$ cat src/rtl/clock_set_ctrl.sv
// Mode/time-setting controller for the digital clock counter chain: run-mode enables,
// set-mode load strobes. Optional inc auto-repeat when CLOCK_SET_AUTOREPEAT_EN is defined.
module clock_set_ctrl #(
    parameter int unsigned HOUR_MOD   = 24,
    parameter int unsigned REPEAT_DLY = 2
) (
    input  logic       i_clk,
    input  logic       i_rst_n,
    input  logic       i_tick,
    input  logic       i_btn_mode,
    input  logic       i_btn_inc,
    input  logic [6:0] i_sec_q,
    input  logic [6:0] i_min_q,
    input  logic [6:0] i_hr_q,
    output logic       o_sec_en,
    output logic       o_min_en,
    output logic       o_hr_en,
    output logic       o_sec_load,
    output logic       o_min_load,
    output logic       o_hr_load,
    output logic [6:0] o_sec_data,
    output logic [6:0] o_min_data,
    output logic [6:0] o_hr_data,
    output logic [1:0] o_mode
);

    typedef enum logic [1:0] {
        StRun    = 2'b00,
        StSetHr  = 2'b01,
        StSetMin = 2'b10
    } state_e;

    localparam logic [6:0] HrMax  = 7'(HOUR_MOD - 1);
    localparam logic [6:0] MinMax = 7'd59;

    state_e     r_state, w_state_d;
    logic       r_btn_mode, r_btn_inc;
    logic       w_mode_press, w_inc_press, w_rpt, w_inc_evt;
    logic       r_sec_load, r_min_load, r_hr_load;
    logic       w_sec_load_d, w_min_load_d, w_hr_load_d;
    logic [6:0] r_sec_data, r_min_data, r_hr_data;
    logic [6:0] w_sec_data_d, w_min_data_d, w_hr_data_d;

    assign w_mode_press = i_btn_mode & ~r_btn_mode;
    assign w_inc_press  = i_btn_inc & ~r_btn_inc;
    assign w_inc_evt    = w_inc_press | w_rpt;

`ifdef CLOCK_SET_AUTOREPEAT_EN
    localparam int unsigned HoldW = (REPEAT_DLY < 4) ? 2 : $clog2(REPEAT_DLY + 1);

    logic [HoldW-1:0] r_hold_cnt;
    logic             w_in_set;

    assign w_in_set = (r_state == StSetHr) || (r_state == StSetMin);
    assign w_rpt    = w_in_set & i_btn_inc & i_tick & (r_hold_cnt >= HoldW'(REPEAT_DLY));

    // Saturates at REPEAT_DLY; from then on every tick while held is a repeat.
    always_ff @(posedge i_clk or negedge i_rst_n) begin
        if (!i_rst_n) begin
            r_hold_cnt <= '0;
        end else if (!w_in_set || !i_btn_inc || w_mode_press) begin
            r_hold_cnt <= '0;
        end else if (i_tick && (r_hold_cnt < HoldW'(REPEAT_DLY))) begin
            r_hold_cnt <= r_hold_cnt + 1'b1;
        end
    end
`else
    assign w_rpt = 1'b0;
`endif

    always_comb begin
        w_state_d    = r_state;
        w_sec_load_d = 1'b0;
        w_min_load_d = 1'b0;
        w_hr_load_d  = 1'b0;
        w_sec_data_d = r_sec_data;
        w_min_data_d = r_min_data;
        w_hr_data_d  = r_hr_data;
        case (r_state)
            StRun: begin
                if (w_mode_press) w_state_d = StSetHr;
            end
            StSetHr: begin
                if (w_mode_press) begin
                    w_state_d = StSetMin;
                end else if (w_inc_evt) begin
                    w_hr_load_d = 1'b1;
                    w_hr_data_d = (i_hr_q >= HrMax) ? 7'd0 : i_hr_q + 7'd1;
                end
            end
            StSetMin: begin
                // Restart seconds on exit so timing resumes from a clean minute.
                if (w_mode_press) begin
                    w_state_d    = StRun;
                    w_sec_load_d = 1'b1;
                    w_sec_data_d = 7'd0;
                end else if (w_inc_evt) begin
                    w_min_load_d = 1'b1;
                    w_min_data_d = (i_min_q >= MinMax) ? 7'd0 : i_min_q + 7'd1;
                end
            end
            default: w_state_d = StRun;
        endcase
    end

    always_ff @(posedge i_clk or negedge i_rst_n) begin
        if (!i_rst_n) begin
            r_state    <= StRun;
            r_btn_mode <= 1'b0;
            r_btn_inc  <= 1'b0;
            r_sec_load <= 1'b0;
            r_min_load <= 1'b0;
            r_hr_load  <= 1'b0;
            r_sec_data <= 7'd0;
            r_min_data <= 7'd0;
            r_hr_data  <= 7'd0;
        end else begin
            r_state    <= w_state_d;
            r_btn_mode <= i_btn_mode;
            r_btn_inc  <= i_btn_inc;
            r_sec_load <= w_sec_load_d;
            r_min_load <= w_min_load_d;
            r_hr_load  <= w_hr_load_d;
            r_sec_data <= w_sec_data_d;
            r_min_data <= w_min_data_d;
            r_hr_data  <= w_hr_data_d;
        end
    end

    assign o_sec_en   = (r_state == StRun) & i_tick;
    assign o_min_en   = o_sec_en & (i_sec_q == MinMax);
    assign o_hr_en    = o_min_en & (i_min_q == MinMax);
    assign o_sec_load = r_sec_load;
    assign o_min_load = r_min_load;
    assign o_hr_load  = r_hr_load;
    assign o_sec_data = r_sec_data;
    assign o_min_data = r_min_data;
    assign o_hr_data  = r_hr_data;
    assign o_mode     = r_state;

endmodule

$ cat config.mk
export PLATFORM = sky130hd
export DESIGN_NAME = clock_set_ctrl
export DESIGN_NICKNAME = d
export VERILOG_FILES = /design/src/rtl/clock_set_ctrl.sv
export SDC_FILE = /design/constraint.sdc
export NUM_CORES = 1
export LEC_CHECK = 0
export ABC_AREA = 1
export BUFFER_PORTS_ARGS = -buffer_cell sky130_fd_sc_hd__buf_2
export CAP_MARGIN = 10
export CORE_UTILIZATION = 49
export DETAILED_ROUTE_END_ITERATION = 8
export PLACE_DENSITY = 0.95
export SLEW_MARGIN = 20
export SYNTH_ARGS = -nofsm -noshare
export SYNTH_HDL_FRONTEND = slang
export SYNTH_SLANG_ARGS = --single-unit
$ cat constraint.sdc
create_clock -name i_clk -period 2.1 [get_ports i_clk]
set_clock_uncertainty 0.1 [all_clocks]
set_input_delay 0.63 -clock i_clk [delete_from_list [all_inputs] [get_ports i_clk]]
set_output_delay 0.63 -clock i_clk [all_outputs]
set_load 0.02 [all_outputs]
==> metrics.yaml <==
yosys:
  synth-seq-cells: 21
  synth_top_family_by_area: "simple AND/OR/NAND/NOR gates"
  seq_area_frac_synth_pct: 45.16
  synth-warning-count: 0
  synth.most_common_cell: "nand2_1"
  synth_flop_cell: "dfrtp_1"
  synthTopCellsByArea: "dfrtp_1 (45%), nand2_1 (16%), inv_1 (6.8%), nand3_1 (4.7%), buf_4 (4.5%)"
  synth_mux_area_share_pct: 0
  synth-edff-count: 0
  ys_types: 24
  yosys.area_share.adder_pct: 2.151
  synth_top_cell_area_share_pct: 45.16
  synthSimpleGateAreaFrac_pct: 36.34
  yosys.area.top_type: "dfrtp_1"
  syn_area_per_cell_um2: 7.916
  yosys-top-cells-count: "nand2_1 (49), dfrtp_1 (21), inv_1 (21)"
  synth_compound_area_share_pct: 1.935
  synth_xor_xnor_area_share_pct: 1.505
  netlist_area_um2: 1164
  synth_cells: 147
  async_flop_share_pct: 100.0
clock_network:
  hold_buffers: 0
  worstSkewPairLatency_ns: 0.29
  cts_buffers: 3
  cts_tree: "yes"
  cts_buffer_depth: 2
  cts_sinks: 21
  htreeDepth: 1
  cts-root-buf: "clkbuf_4"
  clk_pin_slew_ns: 0.11
final_layout:
  nets: 229
  diodes: 0
  stdcell_area_um2: 1481
  drive_gt1_share_pct: 35.50
  area_growth_pct: 27.31
route:
  via_per_inst: 4.575
  wl_per_cell_um: 9.737
  wl_um: 2220
  firstDrtPassIters: 4
  route.detailed.drc: 0
  vias: 1043
  first_iter_violations: 10
  antenna_left: 0
sta:
  rsz0062_at_grt: "yes"
  fmax_ghz: 0.4815
  setup_viol: 0
  period_needed_ns: 2.077
  drv_slew: 0
  finalHoldViolCount: 0
  finalWorstSetupSlack_ns: 0.02333
  period_share_pct: 98.89
place:
  placed_area_um2: 1413
  gp_congestion: 0.7732
  numPortBuffers: 47
  post-place-ws_ns: -0.06709
  dp_hpwl_um: 1727
setup_path:
  critical-path-max-stage-delay_ns: 0.17
  worst_ep_arrival_time_ns: 1.35
  path_cells: "buf_2, ha_4, nand3_1, nor3_2, buf_4"
  endpoint_kind: "output pin"
  critical_path.top_delay_family: "simple AND/OR/NAND/NOR gates"
  cp-start-kind: "primary input"
  cp_max_fo: 4
  path_buf_inv: 2
  required_ns: 1.37
  setup.worst_path.class: "primary input to output pin"
  crit_slowest_cell: "nor3_2"
run:
  cap_violations: 0
outcome:
  outcome: "completed"
floorplan:
  die-area_um2: 2574
  fp.coreArea_um2: 2233
  start_util_pct: 52.10
  num_rows: 17
  pin_count: 55
  die_w_um: 50.73
  die_h_um: 50.73
pwr:
  powerDensity_nw_per_um2: 808.7
  peakVddDrop_uv: 450.6
  power.leakage_uw: 0.0009246
  total_power_uw: 1198
global_route:
  grt_pass1_wl_um: 3588
  track_usage_pct: 18.40
  grt_pass1_vias: 927
  grt_max_degree: 22
  overflow: 0
  antenna_found_initial: 0
min_path:
  hp-class: "primary input to async pin"
[what timing repair did]
item                                   4_1_cts  5_1_grt
pin swaps                                    1        1
endpoints found under the hold margin        0        0
resized for setup                            5        2
buffers inserted                             1        1
setup endpoints to repair                    1        2
[final timing paths]
path	start	endpoint	slack [ns]	cells after the start
worst min register to register	o_hr_data[5]	o_hr_data[5]	0.39	2
max in group asynchronous	i_rst_n	o_hr_load	1.41	1
min in group i_clk	i_btn_inc	r_btn_inc	0.35	1
worst min-delay path	i_rst_n	o_hr_data[2]	0.17	1
worst max-delay path	i_min_q[0]	o_hr_en	0.02	5
worst max register to register	o_mode[1]	o_hr_data[4]	0.75	6
[cell usage in the layout (no fill, tap or decap), drive strengths merged]
| cell | synthesis | final |
|---|---|---|
| nand3b | 2 | 2 |
| a21oi | 1 | 1 |
| xnor2 | 1 | 1 |
| nor3b | 1 | 1 |
| nor3 | 1 | 1 |
| o21bai | 1 | 1 |
| dfrtp | 21 | 21 |
| clkbuf | 0 | 4 |
| buf | 8 | 51 |
| nand4 | 1 | 1 |
| ha | 2 | 2 |
| nand2 | 50 | 50 |
| inv | 22 | 22 |
| nand3 | 13 | 13 |
| xor2 | 1 | 1 |
| conb | 1 | 7 |
| nor2 | 18 | 18 |
| or2 | 1 | 1 |
| o21ai | 2 | 2 |
[where the power goes]
part,switching (uW),internal (uW)
clock,114,73.8
combinational,305,170
sequential,45.8,490
[layout make-up]
cell class | count | area (um^2)
well taps | 28 | 35.03
multi-input cells | 102 | 544.3
fillers | 191 | 752.0
flip-flops and latches | 21 | 525.5
inverters | 22 | 82.58
repair buffers | 51 | 267.8
clock buffers | 4 | 26.28
[state kept, by name (all words and copies together), names as in the netlist]
| signal | flops |
|---|---|
| o_hr_data | 7 |
| o_hr_load | 1 |
| o_min_data | 7 |
| o_min_load | 1 |
| o_mode | 2 |
| o_sec_load | 1 |
| r_btn_inc | 1 |
| r_btn_mode | 1 |
[metal layers]
metal	vias up	routed length, um	global-route usage [%]
li1	541	-	-
met1	459	1013	22.87
met2	43	1062	32.22
met3	0	145	3.333
met4	0	0	5.556
met5	-	0	0
[metrics by stage]
step / setup TNS, ns / hold WS [ns] / utilization (%) / std cells
final: 0 / 0.1706 / 66.33 / 228
after global routing: -0.03264 / 0.1892 / 66.33 / 228
after CTS: 0 / 0.1815 / 65.77 / 227
after detailed placement: -0.06709 / 0.3599 / 63.25 / 222
after global placement: -0.006627 / 0.3451 / 63.25 / 222
after floorplan: 0 / 0.2344 / - / 153
[cell families (layout without fill, tap and decap cells)]
| kind of cell | count (synthesis) | after routing |
|---|---|---|
| other cells | 1 | 7 |
| compound gates | 4 | 4 |
| flops | 21 | 21 |
| simple gates | 87 | 87 |
| fa+ha+maj | 2 | 2 |
| buf+inv | 30 | 77 |
| xor+xnor | 2 | 2 |
No activity file was read; power rests on OpenSTA's default activity.
